$ cat config.mk
export PLATFORM = sky130hd
export DESIGN_NAME = rgb_pwm_fader_flat
export DESIGN_NICKNAME = d
export VERILOG_FILES = /design/src/rtl/rgb_pwm_fader_if.sv /design/src/rtl/rgb_pwm_fader.sv /design/src/flat_wrapper.sv
export SDC_FILE = /design/constraint.sdc
export NUM_CORES = 1
export LEC_CHECK = 0
export ABC_AREA = 1
export CORE_MARGIN = 2
export CORE_UTILIZATION = 45
export CTS_CLUSTER_SIZE = 28
export DETAILED_ROUTE_END_ITERATION = 6
export PLACE_DENSITY = 0.6
export SYNTH_ARGS = -nofsm -noshare
export SYNTH_HDL_FRONTEND = slang
export SYNTH_SLANG_ARGS = --single-unit
$ cat constraint.sdc
create_clock -name clk -period 4 [get_ports clk]
set_input_delay 0.4 -clock clk [delete_from_list [all_inputs] [get_ports clk]]
set_output_delay 0.4 -clock clk [all_outputs]
set_load 0.005 [all_outputs]
$ cat src/rtl/rgb_pwm_fader_if.sv
// Command port of the RGB PWM fader.
// Valid/ready handshake carrying channel select, target duty and fade rate.
interface rgb_pwm_fader_if #(
    parameter int unsigned RAMP_W = 8
);
    logic              cmd_valid;
    logic              cmd_ready;
    logic [1:0]        cmd_chan;
    logic [7:0]        cmd_duty;
    logic [RAMP_W-1:0] cmd_fade;

    modport master (
        output cmd_valid,
        output cmd_chan,
        output cmd_duty,
        output cmd_fade,
        input  cmd_ready
    );

    modport slave (
        input  cmd_valid,
        input  cmd_chan,
        input  cmd_duty,
        input  cmd_fade,
        output cmd_ready
    );
endinterface

$ cat src/rtl/rgb_pwm_fader.sv
// Three-channel 8-bit PWM generator with per-channel linear duty fading.
// Duty changes take effect only on PWM period boundaries, so every period is whole.
module rgb_pwm_fader #(
    parameter int unsigned PRESCALE = 188,
    parameter int unsigned RAMP_W   = 8
) (
    input  logic           clk,
    input  logic           resetn,
    rgb_pwm_fader_if.slave cmd,
    output logic           pwm_r,
    output logic           pwm_g,
    output logic           pwm_b,
    output logic           busy
);
    localparam int unsigned PS_W = (PRESCALE > 1) ? $clog2(PRESCALE) : 1;
    localparam logic [PS_W-1:0] PS_MAX = PS_W'(PRESCALE - 1);

    typedef enum logic {
        IDLE,
        RAMP
    } state_e;

    logic [PS_W-1:0] presc_q;
    logic [PS_W-1:0] presc_d;
    logic [7:0]      phase_q;
    logic [7:0]      phase_d;
    logic            tick;
    logic            boundary;
    logic            accept;
    logic [2:0]      pwm_vec;
    logic [2:0]      ramp_vec;

    assign tick     = (presc_q == PS_MAX);
    assign boundary = tick && (phase_q == 8'hFF);
    assign presc_d  = tick ? '0 : presc_q + 1'b1;
    assign phase_d  = tick ? phase_q + 8'd1 : phase_q;

    // Commands are refused on the boundary so accept and duty update never collide.
    assign cmd.cmd_ready = resetn && !boundary;
    assign accept        = cmd.cmd_valid && cmd.cmd_ready;

    always_ff @(posedge clk) begin
        if (!resetn) begin
            presc_q <= '0;
            phase_q <= '0;
        end else begin
            presc_q <= presc_d;
            phase_q <= phase_d;
        end
    end

    for (genvar i = 0; i < 3; i++) begin : g_ch
        state_e            state_q;
        logic [7:0]        cur_q;
        logic [7:0]        cur_d;
        logic [7:0]        tgt_q;
        logic [RAMP_W-1:0] rate_q;
        logic [RAMP_W-1:0] step_q;
        logic              hit;
        logic              step_due;
        logic              pwm_q;

        assign hit = accept &&
                     (cmd.cmd_chan == 2'd3 || cmd.cmd_chan == 2'(i));
        assign step_due = (step_q == rate_q - 1'b1);

        always_comb begin
            cur_d = cur_q;
            if (boundary && state_q == RAMP) begin
                if (rate_q == '0) begin
                    cur_d = tgt_q;
                end else if (step_due) begin
                    cur_d = (tgt_q > cur_q) ? cur_q + 8'd1 : cur_q - 8'd1;
                end
            end
        end

        always_ff @(posedge clk) begin
            if (!resetn) begin
                state_q <= IDLE;
                cur_q   <= '0;
                tgt_q   <= '0;
                rate_q  <= '0;
                step_q  <= '0;
                pwm_q   <= 1'b0;
            end else begin
                cur_q <= cur_d;
                // Compare next-state values so pwm lines up with the phase it reflects.
                pwm_q <= (phase_d < cur_d);
                unique case (1'b1)
                    hit: begin
                        tgt_q   <= cmd.cmd_duty;
                        rate_q  <= cmd.cmd_fade;
                        step_q  <= '0;
                        state_q <= (cmd.cmd_duty != cur_q) ? RAMP : IDLE;
                    end
                    (boundary && state_q == RAMP): begin
                        if (rate_q == '0) begin
                            state_q <= IDLE;
                        end else if (step_due) begin
                            step_q <= '0;
                            if (cur_d == tgt_q) begin
                                state_q <= IDLE;
                            end
                        end else begin
                            step_q <= step_q + 1'b1;
                        end
                    end
                    default: ;
                endcase
            end
        end

        assign pwm_vec[i]  = pwm_q;
        assign ramp_vec[i] = (state_q == RAMP);
    end

    assign pwm_r = pwm_vec[0];
    assign pwm_g = pwm_vec[1];
    assign pwm_b = pwm_vec[2];
    assign busy  = |ramp_vec;
endmodule

$ cat src/flat_wrapper.sv
// flat-port wrapper written by rule: the top's interface ports become plain ports
module rgb_pwm_fader_flat 
#(
    parameter int unsigned PRESCALE = 188,
    parameter int unsigned RAMP_W   = 8
)
  (clk, resetn, pwm_r, pwm_g, pwm_b, busy, cmd_cmd_valid, cmd_cmd_chan, cmd_cmd_duty, cmd_cmd_fade, cmd_cmd_ready);
  rgb_pwm_fader_if #(.RAMP_W(RAMP_W)) cmd_i ();
  input  logic clk;
  input  logic resetn;
  output logic pwm_r;
  output logic pwm_g;
  output logic pwm_b;
  output logic busy;
  input wire logic [$bits(cmd_i.cmd_valid)-1:0] cmd_cmd_valid;
  input wire logic [$bits(cmd_i.cmd_chan)-1:0] cmd_cmd_chan;
  input wire logic [$bits(cmd_i.cmd_duty)-1:0] cmd_cmd_duty;
  input wire logic [$bits(cmd_i.cmd_fade)-1:0] cmd_cmd_fade;
  output wire logic [$bits(cmd_i.cmd_ready)-1:0] cmd_cmd_ready;
  assign cmd_i.cmd_valid = cmd_cmd_valid;
  assign cmd_i.cmd_chan = cmd_cmd_chan;
  assign cmd_i.cmd_duty = cmd_cmd_duty;
  assign cmd_i.cmd_fade = cmd_cmd_fade;
  assign cmd_cmd_ready = cmd_i.cmd_ready;
  rgb_pwm_fader #(.PRESCALE(PRESCALE), .RAMP_W(RAMP_W)) u_core (.clk(clk), .resetn(resetn), .cmd(cmd_i), .pwm_r(pwm_r), .pwm_g(pwm_g), .pwm_b(pwm_b), .busy(busy));
endmodule
==> results of run 1 <==
==> cell families (layout without fill, tap and decap cells) <==
family | Yosys count | in the layout
fa+ha+maj | 80 | 80
xor+xnor | 60 | 60
simple gates | 662 | 662
flops | 118 | 118
compound gates | 228 | 228
buf+inv | 237 | 267
==> path summary, 6_finish.rpt <==
path / slack, ns / endpoint / startpoint
max: 0.33 / u_core.pwm_g$_SDFF_PN0_ / u_core.g_ch[1].cur_q[6]$_SDFF_PN0_
min: 0.45 / u_core.presc_q[0]$_SDFF_PP0_ / u_core.presc_q[0]$_SDFF_PP0_
max reg2reg: 0.33 / u_core.pwm_g$_SDFF_PN0_ / u_core.g_ch[1].cur_q[6]$_SDFF_PN0_
min reg2reg: 0.45 / u_core.presc_q[0]$_SDFF_PP0_ / u_core.presc_q[0]$_SDFF_PP0_
==> cells in the final DEF, fill, tap and decap left out, types with 5 or more instances in the layout <==
master / n
nand2_1: 331
inv_1: 201
a21oi_1: 120
dfxtp_1: 118
nor2_1: 113
nand3_1: 109
ha_1: 76
o21ai_0: 72
xnor2_1: 38
nand4_1: 35
nand2_2: 24
clkdlybuf4s50_1: 24
xor2_1: 22
clkbuf_16: 17
nor2_4: 9
nand3b_1: 9
o211ai_1: 9
o21ai_1: 7
o22ai_1: 7
nand3_2: 6
or2_2: 6
buf_4: 6
nor2_2: 5
==> final cells by class <==
type                    count  area, µm²  share of cell area (%)
well taps                 265      331.6                   3.268
clock inverters            11      123.9                   1.221
clock buffers              21      470.5                   4.637
repair buffers             31      290.3                   2.861
multi-input cells        1030       5802                   57.18
flip-flops and latches    118       2362                   23.28
inverters                 204      765.7                   7.547
==> state kept, by name, summed over array words and instances (netlist names), 3 cells and up <==
| signal | count |
|---|---|
| u_core.g_ch.tgt_q | 24 |
| u_core.g_ch.rate_q | 24 |
| u_core.phase_q | 8 |
| u_core.g_ch.step_q | 24 |
| u_core.g_ch.state_q | 3 |
| u_core.g_ch.cur_q | 24 |
| u_core.presc_q | 8 |
==> power by group through the flow <==
stage | Sequential [mW] | Combinational (mW) | Clock (mW)
after global placement | 1.26 | 0.618 | 0
after detailed placement | 1.26 | 0.619 | 0
after CTS | 1.24 | 0.624 | 1.57
after global routing | 1.24 | 0.721 | 1.62
after floorplan | 1.25 | 0.471 | 0
final | 1.24 | 0.625 | 1.55
==> what timing repair did <==
action                                  CTS  global route
endpoints found under the setup margin    0             1
gates resized for setup                   0             1
endpoints found under the hold margin     0             0
==> worst register-to-register path, stage by stage, from the launching register on <==
cell	delay, ns
dfxtp_1	0.47
inv_1	0.08
ha_1	0.27
nand2_1	0.06
nor2_1	0.18
nand2_1	0.09
nand2_1	0.09
nand2_1	0.21
ha_1	0.42
a21oi_1	0.14
nand2_1	0.11
nand2_1	0.07
nand2_1	0.05
a21oi_1	0.14
or2_2	0.13
nand3_1	0.07
nand2_1	0.12
nand3_1	0.13
ha_1	0.32
a21oi_1	0.18
o211ai_1	0.11
a21oi_1	0.15
==> layer usage <==
layer	part of all wire, %	vias to the layer above	GRT usage [%]
met5	0	-	0
met4	1.8	0	7.059
met3	3.8	35	3.574
met2	46	164	40.14
met1	48	3916	31.51
li1	-	4550	-
==> impl_metrics.env, run 1 <==
export IMPL_first_global_vias=8205
export IMPL_netlist_area_um2=9057
export IMPL_finalSetupViolCount=0
export IMPL_cp_depth=21
export IMPL_syn_inst=1385
export IMPL_htree_levels=4
export IMPL_combPwrFrac_pct=18.3
export IMPL_synth_edf_count=0
export IMPL_crit_slowest_cell="dfxtp_1"
export IMPL_fin_util_pct=51.79
export IMPL_place_area_um2=9549
export IMPL_grt_pass1_wl_um=41090
export IMPL_leakage_nw=4.578
export IMPL_via_per_inst=5.158
export IMPL_synthToLayoutAreaGrowth_pct=12.02
export IMPL_synth_simple_area_share_pct=33.53
export IMPL_avgSynthCellArea_um2=6.540
export IMPL_cts_clk_slew_worst_paths_ns=0.06
export IMPL_stdcell_area_um2=10150
export IMPL_power_switching_mw=1.016
export IMPL_cp_slowest_stage_delay_ns=0.47
export IMPL_maxCapViolCount=0
export IMPL_synthArstFlopShare_pct=0
export IMPL_cp_max_fo=9
export IMPL_worst_hold_slack_ns=0.4501
export IMPL_grt_antenna_before_repair=0
export IMPL_ff2ff_path_depth=21
export IMPL_grt_usage_pct=23.81
export IMPL_synth_area_leaders="dfxtp_1 26%, nand2_1 14%, ha_1 11%, inv_1 8.3%, a21oi_1 6.6%"
export IMPL_netSwitchingFraction_pct=29.80
export IMPL_place_inst=1648
export IMPL_clock_sinks=118
export IMPL_grt_max_degree=63
export IMPL_syn_nets=1486
export IMPL_synthXorXnorAreaFrac_pct=5.802
export IMPL_gr_total_overflow=0
export IMPL_skew_ns=0.01429
export IMPL_synth_top_family_by_area="simple AND/OR/NAND/NOR gates"
export IMPL_drive_gt1_share_pct=7.208
export IMPL_numCtsBuffers=17
export IMPL_dpl_worst_slack_ns=0.4192
export IMPL_core_um2=19590
export IMPL_synth_compound_area_share_pct=13.32
export IMPL_vias=8665
export IMPL_setup_tns_ns=0
export IMPL_slew_headroom_pct=49.57
export IMPL_min_path_type="flip-flop to flip-flop"
export IMPL_die_area_um2=21280
export IMPL_diodes=0
export IMPL_cts_setup_buffers=0
export IMPL_ys_flop_type="dfxtp_1"
export IMPL_synthDistinctLibCells=44
export IMPL_initial_core_util_pct=46.23
export IMPL_critPathTopFamily="simple AND/OR/NAND/NOR gates"
export IMPL_synth_warnings=0
export IMPL_setup_ws_ns=0.3341
export IMPL_wl_per_cell_um=14.77
export IMPL_drc=0
export IMPL_powerDensity_nw_per_um2=336.2
export IMPL_min_path_cells=1
export IMPL_clk_latency_ns=0.43
export IMPL_synthMuxAreaShare_pct=0
export IMPL_synth_commonest_cells="331 x nand2_1, 201 x inv_1, 120 x a21oi_1, 118 x dfxtp_1, 113 x nor2_1"
export IMPL_nets=1503
export IMPL_wirelength_um=24810
export IMPL_drv_slew=0
export IMPL_end_kind="flip-flop"
export IMPL_seqPwrFrac_pct=36.3
export IMPL_post_route_min_period_ns=3.666
export IMPL_fmax_ghz=0.2728
export IMPL_seq_area_frac_synth_pct=26.08
export IMPL_outcome="finished clean"
export IMPL_cpMostUsedCell="nand2_1"
export IMPL_clockRootBuffer="clkbuf_16"
export IMPL_final_cells=1680
export IMPL_cts_tree="done"
export IMPL_path_class="flip-flop to flip-flop"
export IMPL_rows=51
export IMPL_yosys_register_bits=118
export IMPL_power_mw=3.411
export IMPL_synth_fa_ha_area_share_pct=11.30
export IMPL_fillers=2041
export IMPL_start_kind="flip-flop"
export IMPL_pwr_share_clk_pct=45.4
export IMPL_required_ns=4.35
export IMPL_drtPass1Iterations=6
export IMPL_die_x_um=145.9
export IMPL_yosysMostFrequentCell="nand2_1"
export IMPL_rsz0062_at_grt="no"
export IMPL_ant_nets=0
export IMPL_intPower_mw=2.395
export IMPL_synth_top_cell_area_share_pct=26.08
export IMPL_cp_cell_sequence="inv_1, ha_1, nand2_1, nor2_1, nand2_1, nand2_1, nand2_1, ha_1, a21oi_1, nand2_1, nand2_1, nand2_1, a21oi_1, or2_2, nand3_1, nand2_1, nand3_1, ha_1, a21oi_1, o211ai_1, a21oi_1"
export IMPL_ioPinCount=26
export IMPL_cp_buffers_inverters=1
export IMPL_hold_viol=0
export IMPL_cts_hold_buffers_added=0
export IMPL_globalplace_congestion=0.8871
export IMPL_io_buffers=25
export IMPL_tightest_slew_ns=0.7564
export IMPL_fin_crit_sh_pct=91.65
export IMPL_worstPathArrival_ns=4.02
export IMPL_drtIter0Drc=558
export IMPL_ir_worst_vdd_mv=0.3037
export IMPL_max_clock_path_buffers=2
export IMPL_dp_hpwl_um=18720
export IMPL_synth_area_leader_cell="dfxtp_1"
export IMPL_die_h_um=145.9
No activity file was read; power rests on OpenSTA's default activity.
==> inputs of run 2 (changes only) <==
Settings changed: SLEW_MARGIN from default to 15.
==> results of run 2 <==
No change in the layout: final DEF, timing and power equal those of run 1.
